<file path="config.mk">
export PLATFORM = sky130hd
export DESIGN_NAME = ddr_burst_sched
export DESIGN_NICKNAME = d
export VERILOG_FILES = /design/src/rtl/ddr_burst_sched.sv
export SDC_FILE = /design/constraint.sdc
export NUM_CORES = 1
export LEC_CHECK = 0
export BUFFER_PORTS_ARGS = -buffer_cell sky130_fd_sc_hd__buf_4
export CAP_MARGIN = 25
export CORE_AREA = 2 2 169 171
export DETAILED_ROUTE_END_ITERATION = 16
export DIE_AREA = 0 0 171 173
export HOLD_SLACK_MARGIN = 0.02
export PLACE_DENSITY = 0.75
export SLEW_MARGIN = 10
export SYNTH_ARGS = -nofsm -noshare
export SYNTH_HDL_FRONTEND = slang
export SYNTH_SLANG_ARGS = --single-unit
</file>
<file path="constraint.sdc">
create_clock -name phy_clk -period 10.31 [get_ports phy_clk]
set_clock_uncertainty 0.15 [all_clocks]
set_input_delay 1.5465 -clock phy_clk [delete_from_list [all_inputs] [get_ports phy_clk]]
set_output_delay 1.5465 -clock phy_clk [all_outputs]
set_load 0.01 [all_outputs]
</file>
<file path="src/rtl/ddr_burst_sched.sv">
// ddr_burst_sched
// Round-robin DDR2 burst scheduler for CH_NUM video channels. Write and read
// bursts from all channels compete as 2*CH_NUM slots (slot = 2*ch + dir).
// Frame addresses are double buffered, so a read frame always comes from the
// buffer that is not currently being written.
// Ports:
//   phy_clk, rst                      clock, async active-high reset
//   init_done                         DDR calibrated; gates new grants
//   wr_req/rd_req/frame_restart       per-channel FIFO levels and vsync
//   wr_burst_* / rd_burst_*           burst engine handshake
//   wr_fifo_rd_en/rd_fifo_wr_en       engine strobes routed to granted channel
//   wr_frame_done/rd_frame_done       one-cycle frame completion pulses
//   ready                             idle and calibrated
module ddr_burst_sched #(
  parameter int CH_NUM      = 4,
  parameter int CH_W        = 2,
  parameter int ADDR_W      = 25,
  parameter int OFS_W       = 21,
  parameter int LEN_W       = 10,
  parameter int FRAME_WORDS = 245760,
  parameter int BURST_LEN   = 256
) (
  input  logic              phy_clk,
  input  logic              rst,
  input  logic              init_done,
  input  logic [CH_NUM-1:0] wr_req,
  input  logic [CH_NUM-1:0] rd_req,
  input  logic [CH_NUM-1:0] frame_restart,
  output logic              wr_burst_req,
  output logic [ADDR_W-1:0] wr_burst_addr,
  output logic [LEN_W-1:0]  wr_burst_len,
  input  logic              wr_burst_data_req,
  input  logic              wr_burst_finish,
  output logic              rd_burst_req,
  output logic [ADDR_W-1:0] rd_burst_addr,
  output logic [LEN_W-1:0]  rd_burst_len,
  input  logic              rd_burst_data_valid,
  input  logic              rd_burst_finish,
  output logic [CH_NUM-1:0] wr_fifo_rd_en,
  output logic [CH_NUM-1:0] rd_fifo_wr_en,
  output logic [CH_NUM-1:0] wr_frame_done,
  output logic [CH_NUM-1:0] rd_frame_done,
  output logic              ready
);
  localparam int NS = 2 * CH_NUM;
  localparam int SW = CH_W + 1;
  localparam logic [OFS_W-1:0] OFS_STEP = OFS_W'(BURST_LEN);
  localparam logic [OFS_W-1:0] OFS_LAST = OFS_W'(FRAME_WORDS - BURST_LEN);

  typedef enum logic [1:0] {IDLE, WR_BUSY, RD_BUSY} state_t;
  state_t state, state_nx;

  logic [SW-1:0] rr, gnt_slot, sel_slot, idx;
  logic          sel_vld, grant, finish, busy, gnt_rd;
  logic [CH_W-1:0] gnt_ch, sel_ch;
  logic [NS-1:0] slot_req;
  logic [CH_NUM-1:0][OFS_W-1:0] wr_ofs, rd_ofs;
  logic [CH_NUM-1:0] wr_buf, rd_buf, frm_valid, pending;
  logic [OFS_W-1:0] sel_wofs, sel_rofs;
  logic             sel_rbuf;

  function automatic logic [ADDR_W-1:0] mk_addr(input logic [CH_W-1:0] ch,
                                                input logic b,
                                                input logic [OFS_W-1:0] ofs);
    logic [ADDR_W-1:0] a;
    a = '0;
    a[OFS_W-1:0]       = ofs;
    a[OFS_W]           = b;
    a[OFS_W+1 +: CH_W] = ch;
    return a;
  endfunction

  assign busy   = (state != IDLE);
  assign gnt_ch = gnt_slot[SW-1:1];
  assign gnt_rd = gnt_slot[0];
  assign sel_ch = sel_slot[SW-1:1];
  assign ready  = init_done && (state == IDLE);

  // Reads stay masked until the channel has a complete frame in memory.
  always_comb begin
    slot_req = '0;
    for (int c = 0; c < CH_NUM; c++) begin
      slot_req[2*c]   = wr_req[c];
      slot_req[2*c+1] = rd_req[c] & frm_valid[c];
    end
  end

  // Round-robin search beginning one slot past the last grant.
  always_comb begin
    sel_vld  = 1'b0;
    sel_slot = '0;
    idx      = '0;
    for (int i = 1; i <= NS; i++) begin
      idx = SW'((int'(rr) + i) % NS);
      if (!sel_vld && slot_req[idx]) begin
        sel_vld  = 1'b1;
        sel_slot = idx;
      end
    end
  end

  // A restart still pending at grant time takes effect on this very edge,
  // so the granted address must already see offset 0.
  always_comb begin
    sel_wofs = pending[sel_ch] ? '0 : wr_ofs[sel_ch];
    sel_rofs = pending[sel_ch] ? '0 : rd_ofs[sel_ch];
    // A new read frame locks onto the buffer not being written.
    sel_rbuf = (sel_rofs == '0) ? ~wr_buf[sel_ch] : rd_buf[sel_ch];
  end

  always_comb begin
    state_nx = state;
    grant    = 1'b0;
    finish   = 1'b0;
    case (state)
      IDLE: if (init_done && sel_vld) begin
        grant    = 1'b1;
        state_nx = sel_slot[0] ? RD_BUSY : WR_BUSY;
      end
      WR_BUSY: if (wr_burst_finish) begin
        finish   = 1'b1;
        state_nx = IDLE;
      end
      RD_BUSY: if (rd_burst_finish) begin
        finish   = 1'b1;
        state_nx = IDLE;
      end
      default: state_nx = IDLE;
    endcase
  end

  always_ff @(posedge phy_clk or posedge rst) begin
    if (rst) state <= IDLE;
    else     state <= state_nx;
  end

  always_comb begin
    wr_fifo_rd_en = '0;
    rd_fifo_wr_en = '0;
    if (state == WR_BUSY) wr_fifo_rd_en[gnt_ch] = wr_burst_data_req;
    if (state == RD_BUSY) rd_fifo_wr_en[gnt_ch] = rd_burst_data_valid;
  end

  always_ff @(posedge phy_clk or posedge rst) begin
    if (rst) begin
      rr <= '0; gnt_slot <= '0;
      wr_burst_req <= 1'b0; wr_burst_addr <= '0; wr_burst_len <= '0;
      rd_burst_req <= 1'b0; rd_burst_addr <= '0; rd_burst_len <= '0;
      wr_frame_done <= '0; rd_frame_done <= '0;
      wr_ofs <= '0; rd_ofs <= '0;
      wr_buf <= '0; rd_buf <= '0; frm_valid <= '0; pending <= '0;
    end else begin
      wr_frame_done <= '0;
      rd_frame_done <= '0;
      pending <= pending | frame_restart;
      for (int c = 0; c < CH_NUM; c++) begin
        if (pending[c] && !(busy && gnt_ch == CH_W'(c))) begin
          wr_ofs[c]  <= '0;
          rd_ofs[c]  <= '0;
          pending[c] <= frame_restart[c];
        end
      end
      if (grant) begin
        gnt_slot <= sel_slot;
        rr       <= sel_slot;
        if (sel_slot[0]) begin
          rd_burst_req   <= 1'b1;
          rd_burst_addr  <= mk_addr(sel_ch, sel_rbuf, sel_rofs);
          rd_burst_len   <= LEN_W'(BURST_LEN);
          rd_buf[sel_ch] <= sel_rbuf;
        end else begin
          wr_burst_req  <= 1'b1;
          wr_burst_addr <= mk_addr(sel_ch, wr_buf[sel_ch], sel_wofs);
          wr_burst_len  <= LEN_W'(BURST_LEN);
        end
      end
      if (state == WR_BUSY && wr_burst_data_req)   wr_burst_req <= 1'b0;
      if (state == RD_BUSY && rd_burst_data_valid) rd_burst_req <= 1'b0;
      if (finish) begin
        wr_burst_req <= 1'b0;
        rd_burst_req <= 1'b0;
        // A restart landing with the finish wins: rewind, no done pulse.
        if (pending[gnt_ch] || frame_restart[gnt_ch]) begin
          wr_ofs[gnt_ch]  <= '0;
          rd_ofs[gnt_ch]  <= '0;
          pending[gnt_ch] <= 1'b0;
        end else if (!gnt_rd) begin
          if (wr_ofs[gnt_ch] == OFS_LAST) begin
            wr_ofs[gnt_ch]        <= '0;
            wr_frame_done[gnt_ch] <= 1'b1;
            wr_buf[gnt_ch]        <= ~wr_buf[gnt_ch];
            frm_valid[gnt_ch]     <= 1'b1;
          end else begin
            wr_ofs[gnt_ch] <= wr_ofs[gnt_ch] + OFS_STEP;
          end
        end else begin
          if (rd_ofs[gnt_ch] == OFS_LAST) begin
            rd_ofs[gnt_ch]        <= '0;
            rd_frame_done[gnt_ch] <= 1'b1;
          end else begin
            rd_ofs[gnt_ch] <= rd_ofs[gnt_ch] + OFS_STEP;
          end
        end
      end
    end
  end
endmodule

</file>
==> Flow_metrics.wiki <==
{| class="wikitable"
! Metric !! Value
|-
| Status || complete, no violations
|-
| Number of endpoints with negative hold slack in the final report || 0
|-
| # Post-CTS Setup Buffers || 0
|-
| Setup TNS || 0 ns
|-
| Stage delay of the slowest cell on the critical path || 0.90 ns
|-
| Horiz. Die Dim || 171 um
|-
| Kind of cell adding the most delay to the critical path || simple AND/OR/NAND/NOR gates
|-
| Number of input and output port buffers inserted || 87
|-
| TritonCTS Buffers || 27
|-
| CTS tree || done
|-
| Most used DFF post-synth || sky130_fd_sc_hd__dfrtp_1
|-
| Post-Syn Area per Cell || 9.59 sq um
|-
| Largest net degree at the start of global routing || 92
|-
| Gates resized, CTS repair || 0
|-
| Wire length of the first global-routing pass || 63800 um
|-
| Number of different library cells in the post-synthesis netlist || 63
|-
| Final worst path period share || 65.8%
|-
| Crit path DAT || 7.04 ns
|-
| Vias || 11625
|-
| Time the final worst path needs with I/O delays and setup || 6.78 ns
|-
| Max-Slew Margin vs Limit || 25.8%
|-
| Combined area of all synthesized cells || 0.0137 sq mm
|-
| Number of enable-type register cells in the synthesized netlist || 0
|-
| Starting density of the core || 49.7%
|-
| Fmax achieved || 0.147 GHz
|-
| Worst-path fanout max || 61
|-
| Origin of the worst setup path || gnt_slot[0]$_DFFE_PP0P_
|-
| Total detailed-routing wirelength || ~40000 um
|-
| Worst path bufs/invs || 1
|-
| Hold Crit Start || wr_burst_len[8]$_DFFE_PP0P_
|-
| Detailed-router iteration count before antenna repair || 5
|-
| Total of fill cells in the finished design || 2464
|-
| R2r startpoint || gnt_slot[0]$_DFFE_PP0P_
|-
| GRT Overall Usage || between 20 and 30%
|-
| Final HPWL from detailed placement || approximately 26000 um
|-
| Top-level I/O count || 108
|-
| Number of cell rows || 61
|-
| CTS clk-pin slew, worst paths || 0.06 ns
|-
| Number of design rule violations left after detail routing || 0
|-
| Share of layout cells above drive strength 1 || 16.3%
|-
| Routability congestion estimate from global placement || 0.899
|-
| Total Power || 5.57 mW
|-
| Total power per unit cell area || 359 mW/mm^2
|-
| Slew of the pin with the lowest slew margin || 1.10 ns
|-
| Count of mapped cells out of synthesis || 1433
|-
| Kind of end point of the critical path || flip-flop
|-
| Async set-or-reset flop fraction in the synthesized netlist || 100%
|-
| Crit path top cell by count || sky130_fd_sc_hd__mux2i_1
|-
| Flip-flop and latch area || about 0.0062 sq mm
|-
| Number of nets at the end of the flow || 1503
|-
| Total Die Area || approximately 0.030 sq mm
|-
| Final core area utilization || between 50% and 60%
|-
| Area inside the core boundary || around 0.028 sq mm
|-
| Class of the tightest hold or removal check || flip-flop to flip-flop
|-
| Vias per Instance || between 6 and 7
|-
| Sink count of the clock tree || 249
|-
| Count of state elements after synthesis || 249
|-
| Clock root buffer master || sky130_fd_sc_hd__clkbuf_16
|-
| List of cells traversed by the critical path || inv_1, ha_1, xnor2_1, mux4_2, a22o_1, nor4_4, nand3b_1, nand3_4, mux2i_1, o221ai_1, nor4_1, a31oi_1, mux2i_1, mux2_1
|-
| Setup repair after global routing missed its margin || no
|-
| Critical path required time || 10.57 ns
|-
| Die Height || 173 um
|-
| Part of the Yosys area used for sequential elements || 45.4%
|-
| Total leakage power || 6.84 nW
|-
| Avg WL per Cell || 21.2 um
|-
| Number of DRC violations after detailed-routing iteration 0 || 1309
|-
| Area of the multi-input gates || just under 0.007 sq mm
|-
| Final setup fails || 0
|-
| Deepest level of the CTS H-tree || 1
|-
| Count of hold buffers inserted by post-cts repair || 0
|-
| Via count of the first global-routing pass || 11449
|-
| Synth-to-Final Area Change || 12.9%
|-
| CP max stage cell || sky130_fd_sc_hd__dfrtp_1
|-
| Later-pin clock latency in the skew report || 0.54 ns
|-
| Total gr overflow || 0
|-
| Count of nets left with antenna violations after detail routing || 0
|-
| Antenna violations before repair || 0
|-
| Number of maximum-capacitance constraint violations || 0
|-
| Number of warning messages in the yosys log || 0
|-
| Class of the most critical setup path || flip-flop to flip-flop
|-
| Total inserted antenna cells || 0
|-
| Setup crit start kind || flip-flop
|-
| Final Max Tran Viols || 0
|-
| Max IR drop VDD || between 0.3 and 0.4 mV
|-
| Worst slack on hold paths || approximately 0.32 ns
|-
| Number of buffers between clock root and the deepest sink || 3
|}
## where the power goes
part           switching, mW  leakage, nW  internal [mW]  total, mW
clock                  0.398        0.426          0.540      0.938
combinational           2.42         3.00           1.02       3.44
sequential             0.113         3.41           1.09       1.20
## synthesized netlist by cell type (4+ instances only)
master,instances,area [sq um]
sky130_fd_sc_hd__nand2_1,302,1130
sky130_fd_sc_hd__dfrtp_1,249,6230
sky130_fd_sc_hd__o21ai_0,127,636
sky130_fd_sc_hd__nand3_1,87,435
sky130_fd_sc_hd__a22o_1,76,666
sky130_fd_sc_hd__clkbuf_1,68,255
sky130_fd_sc_hd__mux4_2,52,1170
sky130_fd_sc_hd__inv_1,46,173
sky130_fd_sc_hd__nor2_1,41,154
sky130_fd_sc_hd__and2_1,33,206
sky130_fd_sc_hd__nand4_1,28,175
sky130_fd_sc_hd__and3_1,25,156
sky130_fd_sc_hd__buf_4,23,173
sky130_fd_sc_hd__a21oi_1,22,110
sky130_fd_sc_hd__mux2i_1,21,210
sky130_fd_sc_hd__a32o_1,15,150
sky130_fd_sc_hd__nor4_1,15,93.8
sky130_fd_sc_hd__buf_2,14,70.1
sky130_fd_sc_hd__xnor2_1,14,123
sky130_fd_sc_hd__buf_1,12,45.0
sky130_fd_sc_hd__xor2_1,12,105
sky130_fd_sc_hd__a211oi_1,11,82.6
sky130_fd_sc_hd__a31oi_1,11,68.8
sky130_fd_sc_hd__ha_1,11,138
sky130_fd_sc_hd__nor3_1,11,55.1
sky130_fd_sc_hd__mux2_2,10,113
sky130_fd_sc_hd__or2_2,10,62.6
sky130_fd_sc_hd__a221oi_1,9,78.8
sky130_fd_sc_hd__a22oi_1,7,52.6
sky130_fd_sc_hd__o41ai_1,7,61.3
sky130_fd_sc_hd__nand2b_1,6,37.5
sky130_fd_sc_hd__nand3b_1,5,37.5
sky130_fd_sc_hd__nor2b_1,5,31.3
sky130_fd_sc_hd__a32oi_1,4,35.0
sky130_fd_sc_hd__o31ai_1,4,30.0
## cell type report
type / instances / share of cell area [%]
clock inverter: 9 / 0.347
inverter: 48 / 1.21
clock buffer: 41 / 5.21
timing repair buffer: 111 / 5.79
tap: 378 / 3.05
sequential: 249 / 40.2
multi-input combinational: 1036 / 44.2
## cells by family (layout without fill, tap and decap cells)
kind of cell,Yosys count,count (layout),share of synthesized area [%]
compound gates,317,317,16.0
xor+xnor,26,26,1.66
fa+ha+maj,11,11,1.00
buf+inv,167,209,5.43
flops,249,249,45.4
mux,86,86,11.1
other cells,1,20,0.0273
simple gates,576,576,19.4
## per-stage QoR
step	instance area [sq um]	std cells	setup slack [ns]
global placement	14600	1818	3.63
CTS	15400	1868	3.49
floorplan	13800	1452	1.77
detailed placement	14600	1818	3.50
global route	15500	1872	3.22
finish	15500	1872	3.53
## sequential cells by signal, summed over array words and instances (netlist names)
name,count
rd_burst_addr,24
gnt_slot,3
rd_burst_len,1
wr_buf,4
rd_ofs,84
pending,4
state,2
wr_burst_addr,24
frm_valid,4
rd_buf,4
wr_frame_done,4
wr_ofs,84
wr_burst_len,1
rd_burst_req,1
rd_frame_done,4
wr_burst_req,1
## cells in the final DEF (no fill, tap or decap), drive strengths merged, types with 7 or more instances in the layout
master  count
nor4       16
and3       25
a221oi      9
mux2       13
a22o       76
and2       34
a31oi      11
clkinv      8
conb       20
buf       111
a21oi      22
a32o       15
ha         11
nor2       41
mux2i      21
a22oi       7
nor3       11
nand3      88
xnor2      14
clkbuf     41
inv        47
or2        10
a211oi     11
xor2       12
nand2     303
o21ai     128
mux4       52
dfrtp     249
nand4      28
o41ai       8
## final timing paths
kind                       slack, ns  cells past startpoint                           end
max in group asynchronous       7.90                      4         wr_buf[2]$_DFFE_PP0P_
max                             3.53                     14         rd_buf[2]$_DFFE_PP0P_
max reg2reg                     3.53                     14         rd_buf[2]$_DFFE_PP0P_
min in group asynchronous       0.94                      2  wr_burst_addr[7]$_DFFE_PP0P_
min                             0.32                      1   wr_burst_len[8]$_DFFE_PP0P_
min reg2reg                     0.32                      1   wr_burst_len[8]$_DFFE_PP0P_
## layer usage
metal / up-vias / track usage [%] / share of wire [%]
met3: 57 / 5.08 / 9.9
met5: - / 0 / 0
met4: 0 / 6.18 / 1.5
met2: 639 / 41.7 / 46
met1: 5716 / 39.6 / 42
li1: 5213 / - / -
Note: power is estimated with default switching activity, not from simulation.
